<file path="src/rtl/contador_ctrl_if.sv">
// Readout and lane-input bundle for contador_ctrl.
// The slave side is the counter block; the master side drives lanes and consumes words.
interface contador_ctrl_if #(
    parameter int LANES = 4,
    parameter int DW    = 12,
    parameter int CW    = 16
);
    localparam int LW = $clog2(LANES);

    logic [LANES*DW-1:0] data_in;
    logic                enable;
    logic                clr_on_read;
    logic                rd_req;
    logic                out_ready;
    logic                out_valid;
    logic [LW-1:0]       out_lane;
    logic [CW-1:0]       out_count;
    logic                out_ovf;
    logic                rd_busy;
    logic                rd_done;

    modport slave (
        input  data_in, enable, clr_on_read, rd_req, out_ready,
        output out_valid, out_lane, out_count, out_ovf, rd_busy, rd_done
    );

    modport master (
        output data_in, enable, clr_on_read, rd_req, out_ready,
        input  out_valid, out_lane, out_count, out_ovf, rd_busy, rd_done
    );
endinterface

</file>
<file path="src/rtl/contador_ctrl.sv">
// Per-lane change counter with saturating counts and a snapshot readout.
// Live counters keep running during readout; the readout streams frozen
// shadow copies one lane per accepted word.
module contador_ctrl #(
    parameter int LANES = 4,
    parameter int DW    = 12,
    parameter int CW    = 16
) (
    input  logic             clk,
    input  logic             reset,
    contador_ctrl_if.slave   bus
);
    localparam int LW = $clog2(LANES);

    typedef enum logic [1:0] {IDLE, SNAP, SEND, DONE} state_t;

    state_t            state_reg, state_next;
    logic [LW-1:0]     ptr_reg, ptr_next;
    logic              snap;
    logic              sending;

    // Shadow values gathered from every lane so the readout mux can index them.
    logic [LANES-1:0][CW-1:0] shadow_count;
    logic [LANES-1:0]         shadow_ovf;

    assign snap    = (state_reg == SNAP);
    assign sending = (state_reg == SEND);

    genvar gi;
    generate
        for (gi = 0; gi < LANES; gi++) begin : g_lane
            logic [DW-1:0] detector_reg;
            logic [CW-1:0] count_reg;
            logic          ovf_reg;
            logic [CW-1:0] shadow_count_reg;
            logic          shadow_ovf_reg;
            logic [DW-1:0] lane_data;
            logic          counted;

            assign lane_data = bus.data_in[gi*DW +: DW];
            assign counted   = bus.enable && (lane_data != detector_reg);

            // Lane state: detector follows the input every cycle; the counter
            // saturates at all-ones and flags overflow; snapshot captures the
            // pre-increment value and optionally restarts the live count.
            always_ff @(posedge clk) begin
                if (!reset) begin
                    detector_reg     <= '0;
                    count_reg        <= '0;
                    ovf_reg          <= 1'b0;
                    shadow_count_reg <= '0;
                    shadow_ovf_reg   <= 1'b0;
                end else begin
                    detector_reg <= lane_data;
                    if (snap) begin
                        shadow_count_reg <= count_reg;
                        shadow_ovf_reg   <= ovf_reg;
                    end
                    if (snap && bus.clr_on_read) begin
                        count_reg <= counted ? CW'(1) : '0;
                        ovf_reg   <= 1'b0;
                    end else if (counted) begin
                        if (&count_reg) begin
                            ovf_reg <= 1'b1;
                        end else begin
                            count_reg <= count_reg + CW'(1);
                        end
                    end
                end
            end

            assign shadow_count[gi] = shadow_count_reg;
            assign shadow_ovf[gi]   = shadow_ovf_reg;
        end
    endgenerate

    // Readout FSM state and lane pointer registers.
    always_ff @(posedge clk) begin
        if (!reset) begin
            state_reg <= IDLE;
            ptr_reg   <= '0;
        end else begin
            state_reg <= state_next;
            ptr_reg   <= ptr_next;
        end
    end

    // Readout sequencing: request -> one snapshot cycle -> one word per lane -> done pulse.
    always_comb begin
        state_next = state_reg;
        ptr_next   = ptr_reg;
        case (state_reg)
            IDLE: begin
                if (bus.rd_req) begin
                    state_next = SNAP;
                end
            end
            SNAP: begin
                ptr_next   = '0;
                state_next = SEND;
            end
            SEND: begin
                if (bus.out_ready) begin
                    if (ptr_reg == LW'(LANES-1)) begin
                        state_next = DONE;
                    end else begin
                        ptr_next = ptr_reg + LW'(1);
                    end
                end
            end
            DONE: begin
                state_next = IDLE;
            end
            default: begin
                state_next = IDLE;
            end
        endcase
    end

    // Word outputs are forced to zero outside SEND; inside SEND they only
    // depend on the pointer, so they stay put while the consumer stalls.
    assign bus.out_valid = sending;
    assign bus.out_lane  = sending ? ptr_reg : '0;
    assign bus.out_count = sending ? shadow_count[ptr_reg] : '0;
    assign bus.out_ovf   = sending ? shadow_ovf[ptr_reg] : 1'b0;
    assign bus.rd_busy   = (state_reg != IDLE);
    assign bus.rd_done   = (state_reg == DONE);

endmodule

</file>
<file path="src/flat_wrapper.sv">
// flat-port wrapper written by rule: the top's interface ports become plain ports
module contador_ctrl_flat 
#(
    parameter int LANES = 4,
    parameter int DW    = 12,
    parameter int CW    = 16
)
  (clk, reset, bus_data_in, bus_enable, bus_clr_on_read, bus_rd_req, bus_out_ready, bus_out_valid, bus_out_lane, bus_out_count, bus_out_ovf, bus_rd_busy, bus_rd_done);
  contador_ctrl_if #(.LANES(LANES), .DW(DW), .CW(CW)) bus_i ();
  input  logic clk;
  input  logic reset;
  input wire logic [$bits(bus_i.data_in)-1:0] bus_data_in;
  input wire logic [$bits(bus_i.enable)-1:0] bus_enable;
  input wire logic [$bits(bus_i.clr_on_read)-1:0] bus_clr_on_read;
  input wire logic [$bits(bus_i.rd_req)-1:0] bus_rd_req;
  input wire logic [$bits(bus_i.out_ready)-1:0] bus_out_ready;
  output wire logic [$bits(bus_i.out_valid)-1:0] bus_out_valid;
  output wire logic [$bits(bus_i.out_lane)-1:0] bus_out_lane;
  output wire logic [$bits(bus_i.out_count)-1:0] bus_out_count;
  output wire logic [$bits(bus_i.out_ovf)-1:0] bus_out_ovf;
  output wire logic [$bits(bus_i.rd_busy)-1:0] bus_rd_busy;
  output wire logic [$bits(bus_i.rd_done)-1:0] bus_rd_done;
  assign bus_i.data_in = bus_data_in;
  assign bus_i.enable = bus_enable;
  assign bus_i.clr_on_read = bus_clr_on_read;
  assign bus_i.rd_req = bus_rd_req;
  assign bus_i.out_ready = bus_out_ready;
  assign bus_out_valid = bus_i.out_valid;
  assign bus_out_lane = bus_i.out_lane;
  assign bus_out_count = bus_i.out_count;
  assign bus_out_ovf = bus_i.out_ovf;
  assign bus_rd_busy = bus_i.rd_busy;
  assign bus_rd_done = bus_i.rd_done;
  contador_ctrl #(.LANES(LANES), .DW(DW), .CW(CW)) u_core (.clk(clk), .reset(reset), .bus(bus_i));
endmodule
</file>
<file path="config.mk">
export PLATFORM = sky130hd
export DESIGN_NAME = contador_ctrl_flat
export DESIGN_NICKNAME = d
export VERILOG_FILES = /design/src/rtl/contador_ctrl_if.sv /design/src/rtl/contador_ctrl.sv /design/src/flat_wrapper.sv
export SDC_FILE = /design/constraint.sdc
export NUM_CORES = 1
export LEC_CHECK = 0
export ABC_CLOCK_PERIOD_IN_PS = 3400
export BUFFER_PORTS_ARGS = -buffer_cell sky130_fd_sc_hd__buf_4
export CELL_PAD_IN_SITES_DETAIL_PLACEMENT = 1
export CELL_PAD_IN_SITES_GLOBAL_PLACEMENT = 2
export CORE_MARGIN = 2
export CORE_UTILIZATION = 40
export CTS_BUF_LIST = sky130_fd_sc_hd__clkbuf_16
export DETAILED_ROUTE_END_ITERATION = 6
export PLACE_DENSITY_LB_ADDON = 0.1
export SETUP_SLACK_MARGIN = 0.2
export SKIP_CTS_REPAIR_TIMING = 1
export SLEW_MARGIN = 20
export SYNTH_ARGS = -nofsm -noshare
export SYNTH_HDL_FRONTEND = slang
export SYNTH_SLANG_ARGS = --single-unit
</file>
<file path="constraint.sdc">
create_clock -name clk -period 3.4 [get_ports clk]
set_input_delay 0.17 -clock clk [delete_from_list [all_inputs] [get_ports clk]]
set_output_delay 0.17 -clock clk [all_outputs]
set_load 0.02 [all_outputs]
</file>
==> parameters.txt, run 1 <==
Parameter                              Value

Logic synthesis
  Synthesized net count    around 940
  Area share of fa/ha/maj cells after synthesis    0.01509
  Top FF cell, synth    sky130_fd_sc_hd__dfxtp_1
  Largest family of logic cells by synthesized area    simple AND/OR/NAND/NOR gates
  Share of synthesized area spent on multiplexers    0.1307
  Post-Synth Simple-Gate Area    0.2292
  Number of distinct standard cells referenced by the synthesized netlist    51
  Seq cells post-synth    around 190
  Post-Syn Instances    approximately 870
  Mean post-synth cell area    9.486 um2
  Cell area after technology mapping    8290 um2
  Async set or reset register ratio after synthesis    0
  Number of flops mapped to enable cells by yosys    0
  Synth Area in Compound Gates    0.06927
  Proportion of synthesized chip area in sequential cells    0.4540
  XOR/XNOR Fraction of Synth Area    0.07606
  Synthesis warning total    0

Setup path
  CP required    3.75 ns
  Critical path's largest stage delay    0.44 ns
  Register-to-register setup slack    1.08 ns
  Number of buffers and inverters on the critical path    1
  CP cell instances    inv_1, ha_4, and2_1, or4_1, nand2_2, or4_1, a21oi_1
  Data arrival time of the worst path    around 2.7 ns
  Capture point of the worst reg-to-reg path    u_core.g_lane[3].count_reg[14]
  Worst setup path endpoint    u_core.g_lane[3].count_reg[14]
  Crit path max fanout    16
  Cell type group with the largest total delay on the critical path    simple AND/OR/NAND/NOR gates
  WP depth    7
  CP max stage cell    sky130_fd_sc_hd__and2_1
  Startpoint of the most critical register-to-register path    u_core.state_reg[1]
  Startpoint-to-endpoint class of the critical path    reg -> reg
  Crit path launch    u_core.state_reg[1]
  CP most frequent cell    sky130_fd_sc_hd__or4_1
  Worst Reg2Reg Path Length in Cells    7
  Capturing element type of the critical path    register
  Startpoint types    register

Floorplan
  Die extent in y    148.0 um
  Top-level I/O count    76
  Initial Util    0.4084
  Area of the core region    20,300 um2
  Number of cell rows    52
  Die area    21,890 um2
  Horizontal die dimension    about 150 um

STA
  Hold WS    0.2347 ns
  Number of max-slew violations in the final report    0
  Worst-margin pin slew    about 1.0 ns
  Final Skew    0.01172 ns
  Final hold violation count    0
  Share of the cycle needed by the critical path after routing    0.6810
  Peak Freq    approximately 430 MHz
  Final setup violation count    0
  Minimum clock period    2.316 ns
  Worst path setup slack after routing    1.084 ns
  Worst rel slew slack    0.3346
  Sum of negative setup slack    0 ns
  Setup repair after global routing missed its margin    false

Power and ir drop
  Peak supply drop    approximately 0.33 mV
  Static power due to leakage    3.694 nW
  Power density relative to cell area    511.6 nW/um2
  Total chip power    5.212 mW

Hold path
  Worst Hold Class    in -> reg

Placed design
  Post-DP Area    9134 um2
  DP HPWL    between 15,000 and 20,000 um
  Post-placement cell count    1,189
  IO Port Bufs    75
  Weighted congestion at the end of routability-driven global placement    0.8030
  Setup slack after placement    1.080 ns

Final layout
  Nets@finish    between 1,000 and 1,500
  Synthesis-to-finish area growth    22.89%
  Number of inserted filler cells in the final layout    2,284
  Area used by sequential logic in the layout    between 3000 and 4000 um2
  Diode insertion count for antenna repair    0
  Post-route cell area    ~10,000 um2
  Top library cells by usage in the layout, fill and taps aside    188 x sky130_fd_sc_hd__dfxtp_1, 125 x sky130_fd_sc_hd__nor2_1, 87 x sky130_fd_sc_hd__buf_4
  Final cell utilization of the core    0.5019
  Final Non-Filler Cells    around 1,300
  Leading cell type in the layout, fill and taps excluded    sky130_fd_sc_hd__dfxtp_1
  Multi-input logic area    4334 um2
  Share of cells above drive strength 1    0.1502

Clocking
  CTS root buffer    sky130_fd_sc_hd__clkbuf_16
  Inserted Clock Buffers    17
  Clock insertion delay at the later pin of the skew report    0.43 ns
  CTS Buffer Depth    2
  CTS tree    yes
  Number of clock sinks    188
  CTS H-Tree Depth    4
  Clock slew seen by the registers of the worst setup and hold paths    0.07 ns

Detailed routing
  Routed len/inst    18.46 um
  Total wirelength of the detailed-routed design    23,420 um
  Via count of the routed design    6,759
  1st-pass router iterations    4
  DRC    0
  Post-DRT Antenna Nets    0
  First-iteration detailed-routing DRC count    327
  Mean number of vias per cell    roughly 5.3

GRT
  Overall Global Routing Usage    0.2179
  Global route overflow    0
  Via count of the first global-routing pass    6,988
  Initial antenna violation count    0
  Pin count of the biggest net entering global routing    74
  Global-route wire length before repair    37,340 um

Job
  MaxCap Viol Count    0

Run status
  Run status    complete, no violations
==> where the power goes <==
group,total [mW],switching (mW),internal [mW]
sequential,2.32,0.0561,2.26
combinational,0.927,0.523,0.404
clock,1.96,0.884,1.08
==> worst min-delay path by stage <==
| stage | startpoint | end | slack [ns] | cells past startpoint |
|---|---|---|---|---|
| after floorplan | bus_data_in[0] | u_core.g_lane[0].detector_reg[0] | 0.29 | 1 |
| after global placement | bus_data_in[21] | u_core.g_lane[1].detector_reg[9] | 0.39 | 2 |
| after detailed placement | bus_data_in[22] | u_core.g_lane[1].detector_reg[10] | 0.40 | 2 |
| after CTS | bus_data_in[22] | u_core.g_lane[1].detector_reg[10] | -0.06 | 2 |
| after global routing | bus_out_ready | u_core.ptr_reg[0] | 0.24 | 4 |
| final | bus_out_ready | u_core.ptr_reg[0] | 0.23 | 4 |
==> final cells by class <==
type                    instances  area share
inverters                      12    0.004421
well taps                     270     0.03316
flip-flops and latches        188      0.3694
repair buffers                135      0.1113
clock inverters                15     0.01461
clock buffers                  17     0.04175
multi-input cells             632      0.4254
==> cell usage after synthesis (2+ instances only) <==
master                     number  area share
sky130_fd_sc_hd__and3_1        10      0.0075
sky130_fd_sc_hd__nor2_1       125       0.057
sky130_fd_sc_hd__a31oi_1        7      0.0053
sky130_fd_sc_hd__o21a_1         2      0.0018
sky130_fd_sc_hd__nand4_1       25       0.019
sky130_fd_sc_hd__xor2_1         3      0.0032
sky130_fd_sc_hd__mux4_2        17       0.046
sky130_fd_sc_hd__buf_2          6      0.0036
sky130_fd_sc_hd__inv_1         12      0.0054
sky130_fd_sc_hd__or3_1         20       0.015
sky130_fd_sc_hd__a21oi_1       33       0.020
sky130_fd_sc_hd__a31o_2         3      0.0032
sky130_fd_sc_hd__nand3_1       32       0.019
sky130_fd_sc_hd__nor4_1        12      0.0091
sky130_fd_sc_hd__buf_1          8      0.0036
sky130_fd_sc_hd__mux2i_1       70       0.085
sky130_fd_sc_hd__nor3_1        15      0.0091
sky130_fd_sc_hd__o31a_1         2      0.0021
sky130_fd_sc_hd__nor4_2         2      0.0030
sky130_fd_sc_hd__a21o_1         2      0.0018
sky130_fd_sc_hd__ha_1          10       0.015
sky130_fd_sc_hd__dfxtp_1      188        0.45
sky130_fd_sc_hd__a311oi_1       2      0.0021
sky130_fd_sc_hd__and4_1         6      0.0063
sky130_fd_sc_hd__clkbuf_2       2      0.0012
sky130_fd_sc_hd__o21ai_1        2      0.0012
sky130_fd_sc_hd__nor3_2         2      0.0024
sky130_fd_sc_hd__or4_1          6      0.0054
sky130_fd_sc_hd__xnor2_1       69       0.073
sky130_fd_sc_hd__o21ai_0       26       0.016
sky130_fd_sc_hd__o31ai_1        8      0.0072
sky130_fd_sc_hd__nand2_1       34       0.015
sky130_fd_sc_hd__and2_1        70       0.053
sky130_fd_sc_hd__clkbuf_1      26       0.012
==> kinds of logic after synthesis <==
logic type	Yosys count
AOI/OAI and AO/OA	96
xor gates and xnor gates	72
adders and majority gates	10
buffers and inverters	54
DFF	188
muxes	87
and+or+nand+nor	367
==> per-layer routing <==
layer,vias to the layer above,routed length (um),GRT usage
met5,-,0,0
met3,28,741,0.04537
li1,3282,-,-
met2,115,11370,0.3667
met4,0,533,0.06524
met1,3334,10780,0.2825
==> worst min-delay path: cells and delay by family <==
family	cells	cell delay [ns]
AND/OR/NAND/NOR	2	0.20
multiplexers	1	0.13
buffers and inverters	1	0.11
Power figures use the tool's default switching activity.
==> run 2, diff against run 1 <==
Settings changed: ABC_AREA set to 1, ABC_CLOCK_PERIOD_IN_PS 3400 to 2150, CORE_UTILIZATION 40 to 34.
Clock period 3.4 ns to 2.15 ns, I/O delays scaled along.
==> parameters.txt, run 2 <==
Parameter                              Value

Setup path
  Data arrival time of the worst path    1.87 ns
  Startpoint-to-endpoint class of the critical path    reg -> out
  Worst Reg2Reg Path Length in Cells    8
  CP required    around 2.0 ns
  Crit path max fanout    8
  Capture point of the worst reg-to-reg path    u_core.g_lane[3].count_reg[8]
  Critical path's largest stage delay    0.35 ns
  Register-to-register setup slack    0.33 ns
  CP cell instances    inv_2, ha_2, clkinvlp_4, buf_8, a21oi_2, buf_4
  Startpoint of the most critical register-to-register path    u_core.g_lane[3].count_reg[0]
  Startpoint types    register
  Cell type group with the largest total delay on the critical path    buffers and inverters
  Capturing element type of the critical path    primary output
  CP max stage cell    sky130_fd_sc_hd__dfxtp_2
  Number of buffers and inverters on the critical path    4

STA
  Final Skew    0.01031 ns
  Worst-margin pin slew    0.5002 ns
  Final setup violation count    0
  Hold WS    -0.01028 ns
  Peak Freq    just over 500 MHz
  Number of max-slew violations in the final report    0
  Final hold violation count    1
  Setup repair after global routing missed its margin    true
  Minimum clock period    1.978 ns
  Worst rel slew slack    0.6665
  Share of the cycle needed by the critical path after routing    0.9202
  Worst path setup slack after routing    0.1716 ns

Power and ir drop
  Peak supply drop    ~0.52 mV
  Total chip power    10.36 mW
  Static power due to leakage    roughly 5.0 nW
  Power density relative to cell area    865.8 nW/um2

Floorplan
  Horizontal die dimension    approximately 170 um
  Die extent in y    171.9 um
  Die area    just under 30,000 um2
  Top-level I/O count    76
  Number of cell rows    61
  Area of the core region    27,780 um2
  Initial Util    0.3452

GRT
  Global-route wire length before repair    roughly 48,000 um
  Initial antenna violation count    0
  Overall Global Routing Usage    0.2072
  Global route overflow    0
  Via count of the first global-routing pass    slightly below 9,000
  Pin count of the biggest net entering global routing    a little under 50

Logic synthesis
  Synthesis warning total    0
  Commonest cells post-synth    267 x sky130_fd_sc_hd__nand2_1, 222 x sky130_fd_sc_hd__nor2_1, 188 x sky130_fd_sc_hd__dfxtp_1
  Mean post-synth cell area    6.830 um2
  Number of flops mapped to enable cells by yosys    0
  Library cell with the highest instance count after synthesis    sky130_fd_sc_hd__nand2_1
  Synthesized net count    1,468
  Ranking of synthesized cells by area    sky130_fd_sc_hd__dfxtp_1 39%, sky130_fd_sc_hd__nand2_1 10%, sky130_fd_sc_hd__nor2_1 8.7%
  Proportion of synthesized chip area in sequential cells    0.3925
  Top FF cell, synth    sky130_fd_sc_hd__dfxtp_1
  Portion of synthesized cell area occupied by the leading cell type    0.3925
  Yosys top cell by area    sky130_fd_sc_hd__dfxtp_1
  Post-Syn Instances    1,404
  Cell area after technology mapping    approximately 9600 um2
  Async set or reset register ratio after synthesis    0
  Number of distinct standard cells referenced by the synthesized netlist    40
  Seq cells post-synth    between 150 and 200

Run status
  Run status    finished, violations left
  Violations in the final reports    hold timing

Hold path
  Destination of the worst hold path    u_core.ptr_reg[0]
  Number of instances on the worst hold path    3
  Worst Min Path Start    bus_out_ready
  Worst Hold Class    in -> reg

Final layout
  Leading cell type in the layout, fill and taps excluded    sky130_fd_sc_hd__nand2_1
  Diode insertion count for antenna repair    0
  Final Non-Filler Cells    1,918
  Final cell utilization of the core    0.4308
  Top library cells by usage in the layout, fill and taps aside    267 x sky130_fd_sc_hd__nand2_1, 219 x sky130_fd_sc_hd__nor2_1, 184 x sky130_fd_sc_hd__dfxtp_1
  Share of cells above drive strength 1    0.1435
  Synthesis-to-finish area growth    24.80%
  Nets@finish    roughly 1,600
  Number of inserted filler cells in the final layout    3,587

Clocking
  Clock slew seen by the registers of the worst setup and hold paths    0.07 ns
  Number of clock sinks    188
  CTS root buffer    sky130_fd_sc_hd__clkbuf_16
  Inserted Clock Buffers    17
  CTS tree    yes
  Clock insertion delay at the later pin of the skew report    about 0.44 ns
  CTS Buffer Depth    2
  CTS H-Tree Depth    4

Detailed routing
  Mean number of vias per cell    4.812
  1st-pass router iterations    6
  Routed len/inst    15.59 um
  Post-DRT Antenna Nets    0
  DRC    0
  Total wirelength of the detailed-routed design    29,900 um
  First-iteration detailed-routing DRC count    501
  Via count of the routed design    between 9,000 and 10,000

Placed design
  Setup slack after placement    between 0.2 and 0.25 ns
  IO Port Bufs    75
  Weighted congestion at the end of routability-driven global placement    0.7795
  DP HPWL    21,220 um
  Post-placement cell count    1,830

Job
  MaxCap Viol Count    0
run 2: cell families (layout without fill, tap and decap cells):
kind of cell / after synthesis / count (layout) / share of synthesized area
buffers and inverters: 231 / 367 / 0.09851
AOI/OAI and AO/OA: 255 / 255 / 0.1390
adders and majority gates: 10 / 10 / 0.01305
DFF: 188 / 188 / 0.3925
xor gates and xnor gates: 69 / 69 / 0.06302
and+or+nand+nor: 651 / 651 / 0.2940
run 2: power breakdown:
group	total (mW)	leakage, nW	internal, mW	switching [mW]
clock network	3.16	0.278	1.78	1.37
logic	2.82	3.17	1.03	1.79
registers	4.39	1.54	4.05	0.337
total	10.4	4.99	6.86	3.50
run 2: metrics by stage:
stage	hold slack [ns]	setup TNS, ns	instance area, um2
after floorplan	0.2010	0	9589
after global placement	0.3011	0	10640
after detailed placement	0.3079	0	10640
after CTS	-0.1572	-0.9219	11200
after global routing	0.03267	0	11970
final	-0.01028	0	11970
run 2: worst max-delay path by stage:
stage / from / to / slack, ns / depth (start not counted)
2_1_floorplan: u_core.state_reg[0] / bus_out_count[10] / 0.35 / 5
3_3_place_gp: u_core.g_lane[3].count_reg[0] / u_core.g_lane[3].count_reg[14] / 0.28 / 8
3_5_place_dp: u_core.g_lane[3].count_reg[0] / u_core.g_lane[3].count_reg[10] / 0.23 / 8
4_1_cts: u_core.ptr_reg[0] / bus_out_count[6] / -0.14 / 5
5_1_grt: u_core.state_reg[0] / bus_out_count[8] / 0.11 / 6
6_report: u_core.state_reg[0] / bus_out_count[8] / 0.17 / 6
run 2: tightest hold or removal path: stages:
cell and delay [ns]:
sky130_fd_sc_hd__buf_4 0.12, sky130_fd_sc_hd__nand3_1 0.09, sky130_fd_sc_hd__a211oi_1 0.07
run 2: layout make-up:
cell class / instances / area (um2) / area share
Sequential cell: 188 / 3771 / 0.3151
Clock buffer: 17 / 425.4 / 0.03555
Clock inverter: 12 / 132.6 / 0.01108
Multi-Input combinational cell: 985 / 5031 / 0.4204
Tap cell: 378 / 473.0 / 0.03952
Inverter: 162 / 611.8 / 0.05112
Timing Repair Buffer: 176 / 1523 / 0.1272
run 2: metal layers:
metal | vias up | global-route usage | share of wire
met1 | 4412 | 0.2679 | 0.47
met4 | 0 | 0.04311 | 0.011
met2 | 93 | 0.3651 | 0.50
li1 | 4711 | - | -
met3 | 14 | 0.03227 | 0.020
met5 | - | 0 | 0
